**config.mk**
```make
export PLATFORM = sky130hd
export DESIGN_NAME = mac_window_sequencer
export DESIGN_NICKNAME = d
export VERILOG_FILES = /design/src/rtl/mac_window_sequencer.sv
export SDC_FILE = /design/constraint.sdc
export NUM_CORES = 1
export LEC_CHECK = 0
export CORE_MARGIN = 5
export CORE_UTILIZATION = 35
export DETAILED_ROUTE_END_ITERATION = 10
export SYNTH_ARGS = -nofsm -noshare
export SYNTH_HDL_FRONTEND = slang
export SYNTH_SLANG_ARGS = --single-unit
```
**constraint.sdc**
```tcl
create_clock -name clk -period 7.9 [get_ports clk]
set_input_delay 1.58 -clock clk [delete_from_list [all_inputs] [get_ports clk]]
set_output_delay 1.58 -clock clk [all_outputs]
set_load 0.05 [all_outputs]
```
**src/rtl/mac_window_sequencer.sv**
```systemverilog
// Serialises 3x3 fp32 pixel windows into per-tap beats paired with a coefficient bank,
// limits in-flight windows with a credit counter and flags frame drain completion.
module mac_window_sequencer #(
    parameter int unsigned TAPS            = 9,
    parameter int unsigned DATA_W          = 32,
    parameter int unsigned MAX_OUTSTANDING = 4,
    parameter int unsigned CNT_W           = 3
) (
    input  logic                     clk,
    input  logic                     rst,
    input  logic                     in_window_valid,
    output logic                     in_window_ready,
    input  logic [TAPS*DATA_W-1:0]   in_window,
    input  logic                     in_window_last,
    input  logic                     cfg_coeff_we,
    input  logic [3:0]               cfg_coeff_addr,
    input  logic [DATA_W-1:0]        cfg_coeff_data,
    output logic                     ou_cfg_busy,
    output logic                     ou_data_valid,
    input  logic                     in_data_ready,
    output logic [DATA_W-1:0]        ou_grayscale_fp,
    output logic [DATA_W-1:0]        ou_kernel_coeff,
    output logic                     ou_data_last,
    output logic                     ou_last_pixel,
    input  logic                     in_result_last_fire,
    output logic                     ou_frame_done,
    output logic                     ou_credit_err
);

    localparam int unsigned      TAP_W    = (TAPS > 1) ? $clog2(TAPS) : 1;
    localparam logic [TAP_W-1:0] TAP_LAST = TAP_W'(TAPS - 1);
    localparam logic [CNT_W-1:0] CNT_MAX  = CNT_W'(MAX_OUTSTANDING);

    typedef enum logic [1:0] {StIdle, StStream, StDrain} state_e;

    state_e              state_q;
    logic [TAP_W-1:0]    tap_q;
    logic [CNT_W-1:0]    cnt_q;
    logic [CNT_W-1:0]    cnt_d;
    logic                last_q;
    logic                done_q;
    logic                err_q;
    logic [DATA_W-1:0]   win_q   [TAPS];
    logic [DATA_W-1:0]   coeff_q [TAPS];

    logic streaming;
    logic beat_fire;
    logic final_beat;
    logic coeff_wr;

    always_comb begin
        streaming  = (state_q == StStream);
        beat_fire  = streaming && in_data_ready;
        final_beat = beat_fire && (tap_q == TAP_LAST);
        coeff_wr   = cfg_coeff_we && (state_q == StIdle) && (32'(cfg_coeff_addr) < TAPS);
        cnt_d      = cnt_q;
        if (final_beat && !in_result_last_fire) begin
            cnt_d = cnt_q + 1'b1;
        end else if (in_result_last_fire && !final_beat && (cnt_q != '0)) begin
            cnt_d = cnt_q - 1'b1;
        end
    end

    always_ff @(posedge clk) begin
        if (rst) begin
            state_q <= StIdle;
            tap_q   <= '0;
            cnt_q   <= '0;
            last_q  <= 1'b0;
            done_q  <= 1'b0;
            err_q   <= 1'b0;
            for (int k = 0; k < TAPS; k++) begin
                win_q[k]   <= '0;
                coeff_q[k] <= '0;
            end
        end else begin
            done_q <= 1'b0;
            cnt_q  <= cnt_d;
            if (in_result_last_fire && !final_beat && (cnt_q == '0)) begin
                err_q <= 1'b1;
            end
            if (coeff_wr) begin
                coeff_q[TAP_W'(cfg_coeff_addr)] <= cfg_coeff_data;
            end
            unique case (state_q)
                StIdle: begin
                    if (in_window_valid && in_window_ready) begin
                        for (int k = 0; k < TAPS; k++) begin
                            win_q[k] <= in_window[k*DATA_W +: DATA_W];
                        end
                        last_q  <= in_window_last;
                        tap_q   <= '0;
                        state_q <= StStream;
                    end
                end
                StStream: begin
                    if (beat_fire) begin
                        if (tap_q == TAP_LAST) begin
                            tap_q   <= '0;
                            state_q <= last_q ? StDrain : StIdle;
                        end else begin
                            tap_q <= tap_q + 1'b1;
                        end
                    end
                end
                StDrain: begin
                    // Hold DRAIN through the pulse so no window sneaks in before frame_done.
                    if (done_q) begin
                        state_q <= StIdle;
                    end else if (cnt_d == '0) begin
                        done_q <= 1'b1;
                    end
                end
                default: state_q <= StIdle;
            endcase
        end
    end

    assign in_window_ready = (state_q == StIdle) && (cnt_q < CNT_MAX);
    assign ou_cfg_busy     = (state_q != StIdle);
    assign ou_data_valid   = streaming;
    assign ou_grayscale_fp = streaming ? win_q[tap_q] : '0;
    assign ou_kernel_coeff = streaming ? coeff_q[tap_q] : '0;
    assign ou_data_last    = streaming && (tap_q == TAP_LAST);
    assign ou_last_pixel   = streaming && last_q;
    assign ou_frame_done   = done_q;
    assign ou_credit_err   = err_q;

endmodule
```
# == After elaboration in Yosys (flattened, before gate mapping) ==
# Memory sizes are Yosys's and may differ from the RTL's. A register that Yosys moved wholly into a read port is not among the register bits.
# Index checks and enable logic that the tools add are counted.
# op_classes
add_sub_neg,3
n_lt_le_gt_ge,2
eq_ne,7
mux,40
bitwise_logic,10
n_reduce_logical,25
# ops
cell,n
2-to-1 mux 32 bit,12
2-to-1 mux 4 bit,8
OR reduction 32 bit,1
logical AND 1 bit,12
2-to-1 mux 1 bit,11
2-to-1 mux 2 bit,5
bitwise OR 1 bit,9
one-hot mux 4 bit (2 select lines),1
zero test 3 bit,2
2-to-1 mux 3 bit,2
one-hot mux 2 bit (3 select lines),1
adder 4 x 1 -> 4 bit (second input constant),1
== test 4 bit (second input constant),1
< comparator 4 bit (second input constant),1
inequality test 2 x 1 -> 1 bit (second input constant),2
inequality test 2 bit (second input constant),2
AND reduction 4 bit,1
nonzero test 2 bit,2
adder 3 x 1 -> 3 bit (second input constant),1
< comparator 3 bit (second input constant),1
AND reduction 3 bit,1
nonzero test 3 bit,1
OR reduction 3 bit,1
subtractor 3 x 1 -> 3 bit (second input constant),1
other kinds (6),7
# totals
ff_bits,12
ramBits,576
input_bits,331
out_inout_bits,71
elab_cells,95
memories,2
# mem_list
name,depth,width,rd,rd_clocked_by_memory_dff,write_ports,line,source
coeff_q,9,32,1,1,9,44,logic [DATA_W-1:0] coeff_q [TAPS];
win_q,9,32,1,1,9,43,logic [DATA_W-1:0] win_q [TAPS];

# == Depth between registers and ports, before layout ==
# logic_depth
depth_word,10
mapped_depth,8
mapped_depth_nobuf,7

# == Least setup slack after synthesis ==
# OpenSTA, ideal clock, no wires.
# synth_path
path_kind,input to register
startpoint,in in_window_valid
endpoint,mem win_q[0][0] (enable)
setup_time_ps,531
t_arrival_ps,5305
required_ps,7369
setup_slack_ps,2064
stages,2
path_buffers,0
cell_sequence,nor3b_4 -> or2_2
# synth_lines
item,line,source
"start, declared",11,"input logic in_window_valid,"
"end, declared",43,

# == Final worst setup path ==
# layout_path
startpoint,reg state_q[1]
endpoint,out ou_kernel_coeff[30]
# layout_between
elab_chain_cells,2
# layout_rtl
item,line,source
"start, declared",36,state_e state_q;
"start signal, assigned",66,state_q <= StIdle;
"start signal, assigned",93,state_q <= StStream;
"start signal, assigned",100,state_q <= last_q ? StDrain : StIdle;
== test 2 x 1 -> 1 bit,52,streaming = (state_q == StStream);
2-to-1 mux 32 bit,123,assign ou_kernel_coeff = streaming ? coeff_q[tap_q] : '0;
"end, declared",22,"output logic [DATA_W-1:0] ou_kernel_coeff,"
# No other way between the ends.

==> impl_metrics.csv <==
group,metric,value,unit
route,wire_per_inst,20.8,microns
die,io_pins,402,
synthesis,synth_fa_ha_area_frac,0.00177,
cts,clkLatencyLatePin,0.67,ns
die,die_w,328,microns
setup_path,required,6.32,ns
placement,place_area,41500,sq um
cts,htree_levels,3,
placement,hpwl,55800,microns
timing,period_minus_slack,5.92,ns
synthesis,ys.flop_type,"edfxtp_1",
synthesis,synth.most_common_cell,"edfxtp_1",
setup_path,crit_type,"reg -> out",
timing,skew,0.0270,ns
timing,finalSetupTns,0,ns
placement,portBuffers,401,
synthesis,synthArstFlopShare,0,
setup_path,crit_family,"buffers and inverters",
synthesis,synth_top_family_by_area,"multiplexers",
setup_path,critical_path.reg2reg.startpoint,"state_q[1]",
timing,rsz0062_at_grt,"no",
timing,hold_viol_final,0,
synthesis,synth-seq-cells,816,
worst_hold_path,hold_start,"ou_credit_err",
synthesis,synthCells,2135,
route,ant_nets,0,
route,avgViaCountPerCell,4.77,
setup_path,r2r_cells,5,
setup_path,cpMostUsedCell,"buf_4",
placement,gp_congestion,0.793,
final_layout,area_growth,25.7,%
route,drc,0,
grt,first_global_vias,21400,
die,core,100000,sq um
cts,cts.sinks,816,
route,num_vias,19700,
cts,cts-resized-gates,0,
setup_path,r2r-end,"coeff_q[2][10]",
timing,hold_ws,0.498,ns
route,drt_first_pass_iters,5,
timing,relSlewSlack,0.125,
synthesis,synth-simple-area-share,0.126,
setup_path,cp.depth,9,
setup_path,path_buf_inv,4,
cts,clkTransAtPathRegs,0.06,ns
setup_path,cpMaxStageDelayCell,"clkdlybuf4s50_1",
worst_hold_path,whs_path_depth,2,
worst_hold_path,worstHoldEndpoint,"ou_credit_err",
cts,cts-buffers-inserted,90,
synthesis,synth_edf_count,800,
setup_path,reg2reg_slack,4.21,ns
timing,setup_viol,0,
cts,postCtsSetupBuffers,0,
synthesis,ys_seq_area_frac,0.689,
setup_path,start_kind,"flip-flop",
cts,cts_hold_buf,0,
pwr,p_total,10700,uW
synthesis,synth_area,35400,sq um
synthesis,synth_top_cell_area_share,0.680,
die,rows,116,
die,dieArea,107000,sq um
timing,worstMarginPinSlew,1.31,ns
pwr,p_leak,0.0157,uW
timing,fmax,169,MHz
cts,clockRootBuffer,"clkbuf_16",
setup_path,crit_chain,"nand2b_2 -> buf_4 -> inv_1 -> nand2b_1 -> buf_4 -> nor2_1 -> a21oi_1 -> o21ai_0 -> clkdlybuf4s50_1",
cts,clockBufferDepth,3,
route,drt_iter0_drc,1211,
timing,period_share,0.749,
cts,cts_tree,"done",
setup_path,crit_fanout,26,
synthesis,muxShareOfSynthArea,0.144,
setup_path,end_kind,"output port",
setup_path,cpPeakStageDelay,0.93,ns
pwr,powerDensity,241,nW/um^2
route,routed_wirelength,85800,microns
grt,grt_first_pass_wirelength,129000,microns
status,outcome,"completed",
synthesis,synth_common_cells,"800 x edfxtp_1, 579 x and2_1, 169 x mux4_2, 109 x mux2i_1, 87 x nor2_1",
grt,grt_remaining_overflow,0,
flow_run,maxCapViolCount,0,
final_layout,drive_gt1_frac,0.132,
final_layout,fillerInstances,8824,
grt,antenna_found_initial,23,
synthesis,yosys.area_share.xor_xnor,0.000248,
grt,grt_usage,0.158,
timing,finalMaxSlewViolations,0,
synthesis,synth_warnings,0,
final_layout,nNetsFinal,3072,
synthesis,yosysUniqueCellTypes,49,
pwr,ir_worst_vdd,171,uV
synthesis,ys_top_cells_by_area,"edfxtp_1 68%, mux4_2 11%, and2_1 10%",
die,start_util,0.353,
die,dieHeight,328,microns
synthesis,synth-compound-area-share,0.0194,
synthesis,yosysTopAreaCell,"edfxtp_1",
synthesis,avgSynthCellArea,16.6,sq um
grt,grt_max_degree,289,
final_layout,final_area,44400,sq um
worst_hold_path,hp-class,"reg -> reg",
setup_path,worst-endpoint-arrival,4.34,ns
## final cells by class
cell class                 count  area (sq um)  area share
sequential                   816         24400       0.548
multi-input combinational   1396         11200       0.252
timing repair buffer         425          4260      0.0958
clock buffer                 102          2300      0.0517
tap                         1298          1620      0.0365
clock inverter                62           667      0.0150
antenna                       11          27.5    0.000619
inverter                       7          26.3    0.000591
## through the flow
step / std cells / worst slack [ns] / util
final: 4117 / 1.98 / 0.444
after global placement: 3942 / 2.50 / 0.414
after floorplan: 2358 / 2.06 / -
after CTS: 4106 / 1.89 / 0.444
after detailed placement: 3942 / 2.40 / 0.414
after global routing: 4114 / 1.74 / 0.444
## sequential cells by signal, summed over array words and instances (netlist names), named ones only
name           cells
cnt_q              3
coeff_q          512
last_q             1
ou_credit_err      1
ou_frame_done      1
state_q            2
tap_q              4
win_q            288
## worst reg2reg max path, cell delays in order, from the launching register on
cell      delay [ns]
dfxtp_1         0.37
nor4b_2         0.59
nor2b_1         0.25
nand2b_1        0.19
nor2_2          1.03
or2_2           0.87
## power breakdown
part	internal (uW)	switching [uW]	total (uW)	leakage, uW
Clock	2410	1780	4190	0.00143
Combinational	559	653	1210	0.00585
Sequential	5200	126	5330	0.00842
Total	8170	2560	10700	0.0157
## how the worst max path moves through the flow
stage,end,start,slack [ns]
after global routing,ou_kernel_coeff[30],state_q[1],1.74
after detailed placement,coeff_q[2][10],rst,2.40
final,ou_kernel_coeff[30],state_q[1],1.98
after floorplan,win_q[0][0],in_window_valid,2.06
after CTS,ou_kernel_coeff[30],state_q[1],1.89
after global placement,coeff_q[2][20],rst,2.50
## metal layers
layer,global-route usage,up-vias,part of all wire
li1,-,9032,-
met1,0.195,9832,0.40
met2,0.273,637,0.50
met3,0.0407,134,0.071
met4,0.0537,18,0.026
met5,0,-,0.0014
## placed cells by master (no fill, tap or decap), drive strengths merged, types with 3 or more instances in the layout
master / Yosys / final
nor2: 87 / 87
nor3: 3 / 3
mux2i: 109 / 109
o211ai: 20 / 20
and3: 3 / 3
clkinvlp: 0 / 7
o22ai: 18 / 18
inv: 7 / 13
dfxtp: 16 / 16
nand4: 5 / 5
diode: 0 / 11
o21ai: 13 / 13
ha: 5 / 5
or2: 11 / 11
nor2b: 4 / 4
clkinv: 0 / 40
nand3: 6 / 6
edfxtp: 800 / 800
nand2: 41 / 41
and2: 579 / 579
mux4: 169 / 169
clkbuf: 88 / 102
clkdlybuf4s50: 0 / 401
conb: 1 / 224
nand2b: 6 / 6
a32oi: 7 / 7
bufinv: 0 / 9
buf: 51 / 24
mux2: 18 / 18
a21oi: 46 / 46
## cells by family (layout without fill, tap and decap cells)
group,after synthesis,in the layout
other,1,235
AND/OR/NAND/NOR,758,758
XOR/XNOR,1,1
adder cells (fa/ha/maj),5,5
multiplexers,296,296
buffers and inverters,146,596
AO/OA/AOI/OAI,112,112
flip-flops,816,816
Note: power is estimated with default switching activity, not from simulation.
